### src/rtl/jk_excite_driver.sv
// jk_excite_driver: write-side driver for an N-bit JK flip-flop bank.
// It accepts a target over valid/ready, drives J/K for one cycle toward it,
// waits SETTLE cycles, compares Q back against the target, and retries up to
// MAX_RETRY times before pulsing o_done or o_err.
//
// Ports:
//   i_clk        clock, all state changes on the rising edge
//   i_clr        synchronous active-high reset, overrides everything
//   i_tgt_valid  target offered
//   o_tgt_ready  driver can accept a target (IDLE and not in reset)
//   i_tgt        target value, sampled at acceptance
//   i_q_in       current Q outputs of the JK bank
//   o_j, o_k     registered J/K excitation to the bank
//   o_busy       high in any state other than IDLE
//   o_done       one-cycle pulse, bank matched target
//   o_err        one-cycle pulse, retries exhausted without a match
module jk_excite_driver #(
  parameter int unsigned N         = 4,
  parameter int unsigned MAX_RETRY = 2,
  parameter int unsigned SETTLE    = 1
) (
  input  logic         i_clk,
  input  logic         i_clr,
  input  logic         i_tgt_valid,
  output logic         o_tgt_ready,
  input  logic [N-1:0] i_tgt,
  input  logic [N-1:0] i_q_in,
  output logic [N-1:0] o_j,
  output logic [N-1:0] o_k,
  output logic         o_busy,
  output logic         o_done,
  output logic         o_err
);

  localparam int unsigned CW = 4;

  typedef enum logic [1:0] {
    S_IDLE  = 2'd0,
    S_DRIVE = 2'd1,
    S_WAIT  = 2'd2,
    S_CHECK = 2'd3
  } state_t;

  state_t        r_state, w_state_nx;
  logic [N-1:0]  r_tgt, w_tgt_nx;
  logic [N-1:0]  r_j, w_j_nx;
  logic [N-1:0]  r_k, w_k_nx;
  logic [CW-1:0] r_retry, w_retry_nx;
  logic [CW-1:0] r_settle, w_settle_nx;
  logic          r_done, w_done_nx;
  logic          r_err, w_err_nx;
  logic          w_accept;

  // Ready must drop in the same cycle as a clear, so it is decoded here.
  assign o_tgt_ready = (r_state == S_IDLE) && !i_clr;
  assign w_accept    = i_tgt_valid && o_tgt_ready;

  assign o_j    = r_j;
  assign o_k    = r_k;
  assign o_busy = (r_state != S_IDLE);
  assign o_done = r_done;
  assign o_err  = r_err;

  // State and output registers.
  always_ff @(posedge i_clk) begin
    if (i_clr) begin
      r_state  <= S_IDLE;
      r_tgt    <= '0;
      r_j      <= '0;
      r_k      <= '0;
      r_retry  <= '0;
      r_settle <= '0;
      r_done   <= 1'b0;
      r_err    <= 1'b0;
    end else begin
      r_state  <= w_state_nx;
      r_tgt    <= w_tgt_nx;
      r_j      <= w_j_nx;
      r_k      <= w_k_nx;
      r_retry  <= w_retry_nx;
      r_settle <= w_settle_nx;
      r_done   <= w_done_nx;
      r_err    <= w_err_nx;
    end
  end

  // Next-state and next-output logic. Excitation uses J only for 0->1 and
  // K only for 1->0, so J and K are never both set on a bit.
  always_comb begin
    w_state_nx  = r_state;
    w_tgt_nx    = r_tgt;
    w_j_nx      = '0;
    w_k_nx      = '0;
    w_retry_nx  = r_retry;
    w_settle_nx = r_settle;
    w_done_nx   = 1'b0;
    w_err_nx    = 1'b0;

    unique case (r_state)
      S_IDLE: begin
        if (w_accept) begin
          w_tgt_nx   = i_tgt;
          w_j_nx     = ~i_q_in & i_tgt;
          w_k_nx     = i_q_in & ~i_tgt;
          w_retry_nx = '0;
          w_state_nx = S_DRIVE;
        end
      end
      S_DRIVE: begin
        w_settle_nx = CW'(SETTLE);
        w_state_nx  = S_WAIT;
      end
      S_WAIT: begin
        if (r_settle <= CW'(1)) begin
          w_state_nx = S_CHECK;
        end else begin
          w_settle_nx = r_settle - CW'(1);
        end
      end
      S_CHECK: begin
        if (i_q_in == r_tgt) begin
          w_done_nx  = 1'b1;
          w_state_nx = S_IDLE;
        end else if (r_retry < CW'(MAX_RETRY)) begin
          w_retry_nx = r_retry + CW'(1);
          w_j_nx     = ~i_q_in & r_tgt;
          w_k_nx     = i_q_in & ~r_tgt;
          w_state_nx = S_DRIVE;
        end else begin
          w_err_nx   = 1'b1;
          w_state_nx = S_IDLE;
        end
      end
      default: w_state_nx = S_IDLE;
    endcase
  end

endmodule
### config.mk
export PLATFORM = sky130hd
export DESIGN_NAME = jk_excite_driver
export DESIGN_NICKNAME = d
export VERILOG_FILES = /design/src/rtl/jk_excite_driver.sv
export SDC_FILE = /design/constraint.sdc
export NUM_CORES = 1
export LEC_CHECK = 0
export ABC_AREA = 0
export CORE_UTILIZATION = 30
export DETAILED_ROUTE_END_ITERATION = 8
export RECOVER_POWER = 50
export SLEW_MARGIN = 15
export SYNTH_ARGS = -nofsm -noshare
export SYNTH_HDL_FRONTEND = slang
export SYNTH_SLANG_ARGS = --single-unit
### constraint.sdc
create_clock -name i_clk -period 1.47 [get_ports i_clk]
set_input_delay 0.441 -clock i_clk [delete_from_list [all_inputs] [get_ports i_clk]]
set_output_delay 0.441 -clock i_clk [all_outputs]
set_load 0.02 [all_outputs]
==> results.toml, run 1 <==
[flow_run]
maxCapViolations = 0

[sta]
timing.clock.skew_ps = 7.01
max_slew.worst_pin.slew_ps = 234
grt_setup_unrepaired = "true"
timing.slew.headroom_pct = 84.3
final_slew_violations = 0
hold_viol = 0
timing.setup.tns_ps = -122
final_setup_violation_count = 2
finalCriticalPeriod_ps = 1540
whs_ps = 505
fmaxAchievable_mhz = 648
setup_ws_ps = -72.6
final.period_utilization_pct = 105

[worst_hold_path]
min_to = "r_settle[2]"
holdCritStartpoint = "r_settle[2]"
min_delay_path_depth = 2
timing.hold.worst.class = "reg -> reg"

[place]
dp.cells = 232
port_buffer_count = 22
hpwlAfterDp_um = 2140
area_post_placement_mm2 = 0.00170
routability_congestion_estimate_from_global_placement = 0.810

[power_and_ir_drop]
power.leakage_nw = 0.841
fin_total_pwr_mw = 2.77
irDropWorstVdd_mv = 0.829
pwrdens_mw_per_mm2 = 1380

[run_status]
failed_checks = "setup timing"
outcome = "finished with violations"

[finish]
antenna_cells_inserted = 0
fin_area_mm2 = 0.00200
drive_above_1_share_pct = 37.9
fill_cells = 387
multi_input_comb_area_um2 = 857
layoutNonFillerInstCount = 245
seq_area_um2 = 489
area_growth_syn_to_layout_pct = 56.1
final_net_count = 223

[grt]
gr-usage-all-layers_pct = 14.1
number_of_global_route_vias_before_repair = 1089
grt_start_max_net_pins = 15
antenna_violations_before_repair = 0
gr-total-overflow = 0
global_route_wire_length_before_repair_um = 4750

[critical_path]
critical_path_required_ps = 1030
critical_path.reg2reg.endpoint = "r_retry[0]"
worst_r2r_setup_slack_ps = 0
setup_cp_type = "reg -> out"
end_kind = "output pin"
critical_path.max_fanout = 2
timing.critical_path.cells = "inv_2 -> ha_4 -> inv_4 -> buf_12 -> buf_8"
critical_path_arrival_ps = 1100
r2r-start = "r_state[0]"
crit_start = "r_state[0]"
critical_path.startpoint_type = "flop"
r2r.worst_path.cells = 8
timing.critical_path.slowest_cell_delay_ps = 330
cpMaxStageDelayCell = "sky130_fd_sc_hd__dfxtp_2"

[cts]
holdBufCountCts = 0
clock-root-buffer = "sky130_fd_sc_hd__clkbuf_8"
cts_max_path_buffers = 2
clkLatencyLatePin_ps = 270
cts_num_sinks = 24
clk_pin_slew_ps = 80
numCtsBuffers = 3
cts_tree = "yes"
htree_num_levels = 1

[yosys]
synth_area_mm2 = 0.00128
synth.avg_cell_area_um2 = 8.79
yosysUniqueCellTypes = 35
synth.ff_latch_count = 24
synth_fp_nets = 173
synth_sequential_area_ratio_pct = 37.4
number_of_standard_cells_after_synthesis = 146
synth_warnings = 0

[floorplanning]
die_extent_in_y_um = 67.4
number_of_core_rows = 23
placeable_core_area_mm2 = 0.00406
ios = 23
start_util_pct = 31.6
design.die.area_mm2 = 0.00454
die_w_um = 67.4

[detailed_routing]
drt_pre_antenna_iters = 4
drt_iter0_markers = 57
totalWireLength_um = 3080
drc_errors = 0
vias_per_cell = 4.87
antenna_violating_nets_post_route = 0
via_count = 1193
detail_route.wl_per_cell_um = 12.6
-- through the flow --
stage               util (%)  setup WS, ps
finish                  49.4         -72.6
global route            49.4          -111
CTS                     46.8         -68.5
detailed placement      41.8          -628
global placement        41.8          -613
floorplan                  -         -23.5
-- cell usage in the layout, fill, tap and decap left out, types with 6 or more instances in the layout --
cell	instances
sky130_fd_sc_hd__inv_2	6
sky130_fd_sc_hd__inv_1	12
sky130_fd_sc_hd__nor2_1	13
sky130_fd_sc_hd__ha_1	9
sky130_fd_sc_hd__dlygate4sd2_1	11
sky130_fd_sc_hd__buf_4	24
sky130_fd_sc_hd__ha_4	6
sky130_fd_sc_hd__a32oi_1	7
sky130_fd_sc_hd__nand2_1	6
sky130_fd_sc_hd__a21oi_1	7
sky130_fd_sc_hd__dfxtp_1	19
-- logic make-up after synthesis --
group | share of synthesized area [%]
buffers and inverters | 8.67
flip-flops | 37.4
AND/OR/NAND/NOR | 20.3
XOR/XNOR | 0.682
AO/OA/AOI/OAI | 17.3
adder cells (fa/ha/maj) | 15.6
-- layer usage --
layer  track usage (%)  share of wire (%)  vias up
met5                 0                  0        -
li1                  -                  -      602
met1              15.6                 44      564
met2              25.8                 51       25
met3              4.05                3.9        2
met4              3.99               0.55        0
-- Yosys cell counts, drive strengths merged --
cell type  number  area share, %
nand4b          1           0.68
clkbuf          2           0.59
a211oi          2            1.6
o31a            1           0.68
ha             16             16
and3            1           0.49
nor3b           2            1.2
o2111ai         1           0.68
nor2           17            5.0
nand2b          4            1.9
a32oi           7            4.8
nor3            4            2.4
o21ai           4            1.6
inv            19            5.6
or2             1           0.49
a31oi           1           0.49
nor2b           1           0.49
a21oi           9            3.5
dfxtp          24             37
nand2           8            2.3
o211a           1           0.78
buf             4            2.5
nand3           5            2.3
or3             1           0.49
o31ai           3            1.8
xor2            1           0.68
nand4           4            2.4
o211ai          2            1.6
-- report_power, final --
group / total [mW] / internal, mW / switching (mW)
registers: 0.782 / 0.730 / 0.0526
logic: 1.40 / 0.714 / 0.688
clock network: 0.583 / 0.364 / 0.218
total: 2.77 / 1.81 / 0.959
-- worst max path at each step --
stage	cells after the start	slack [ps]	end
final	5	-70	o_busy
after global routing	5	-110	o_busy
after CTS	5	-70	o_busy
after detailed placement	7	-630	r_retry[0]
after global placement	3	-610	o_tgt_ready
after floorplan	7	-20	r_retry[2]
-- cell type report --
type	count	share of cell area (%)
sequential	24	24.4
inverter	19	3.68
tap	50	3.12
clock inverter	1	1.50
clock buffer	3	2.06
multi-input combinational	98	42.8
timing repair buffer	50	22.5
-- critical path: cells and delay by family (launching register included) --
kind | cells | cell delay, ps
buffers and inverters | 4 | 370
adder cells (fa/ha/maj) | 1 | 150
flip-flops | 1 | 330
-- timing repair --
item                                    in CTS  in global routing
endpoints found under the setup margin      31                 22
setup buffers                                5                  3
resized for setup                           52                 20
pin swaps                                    5                 10
gates cloned                                 0                  1
-- flip-flops by register name (all words and copies together) (netlist names) --
name	flops
r_settle	4
o_done	1
r_state	2
o_err	1
o_k	4
o_j	4
r_retry	4
r_tgt	4
Power figures use the tool's default switching activity.
==> run 2, diff against run 1 <==
--- a/config.mk
+++ b/config.mk
@@ -6,6 +6,7 @@
 export NUM_CORES = 1
 export LEC_CHECK = 0
 export ABC_AREA = 0
+export CAP_MARGIN = 10
 export CORE_UTILIZATION = 30
 export DETAILED_ROUTE_END_ITERATION = 8
 export RECOVER_POWER = 50
==> results of run 2 <==
No change in the layout: final DEF, timing and power equal those of run 1.
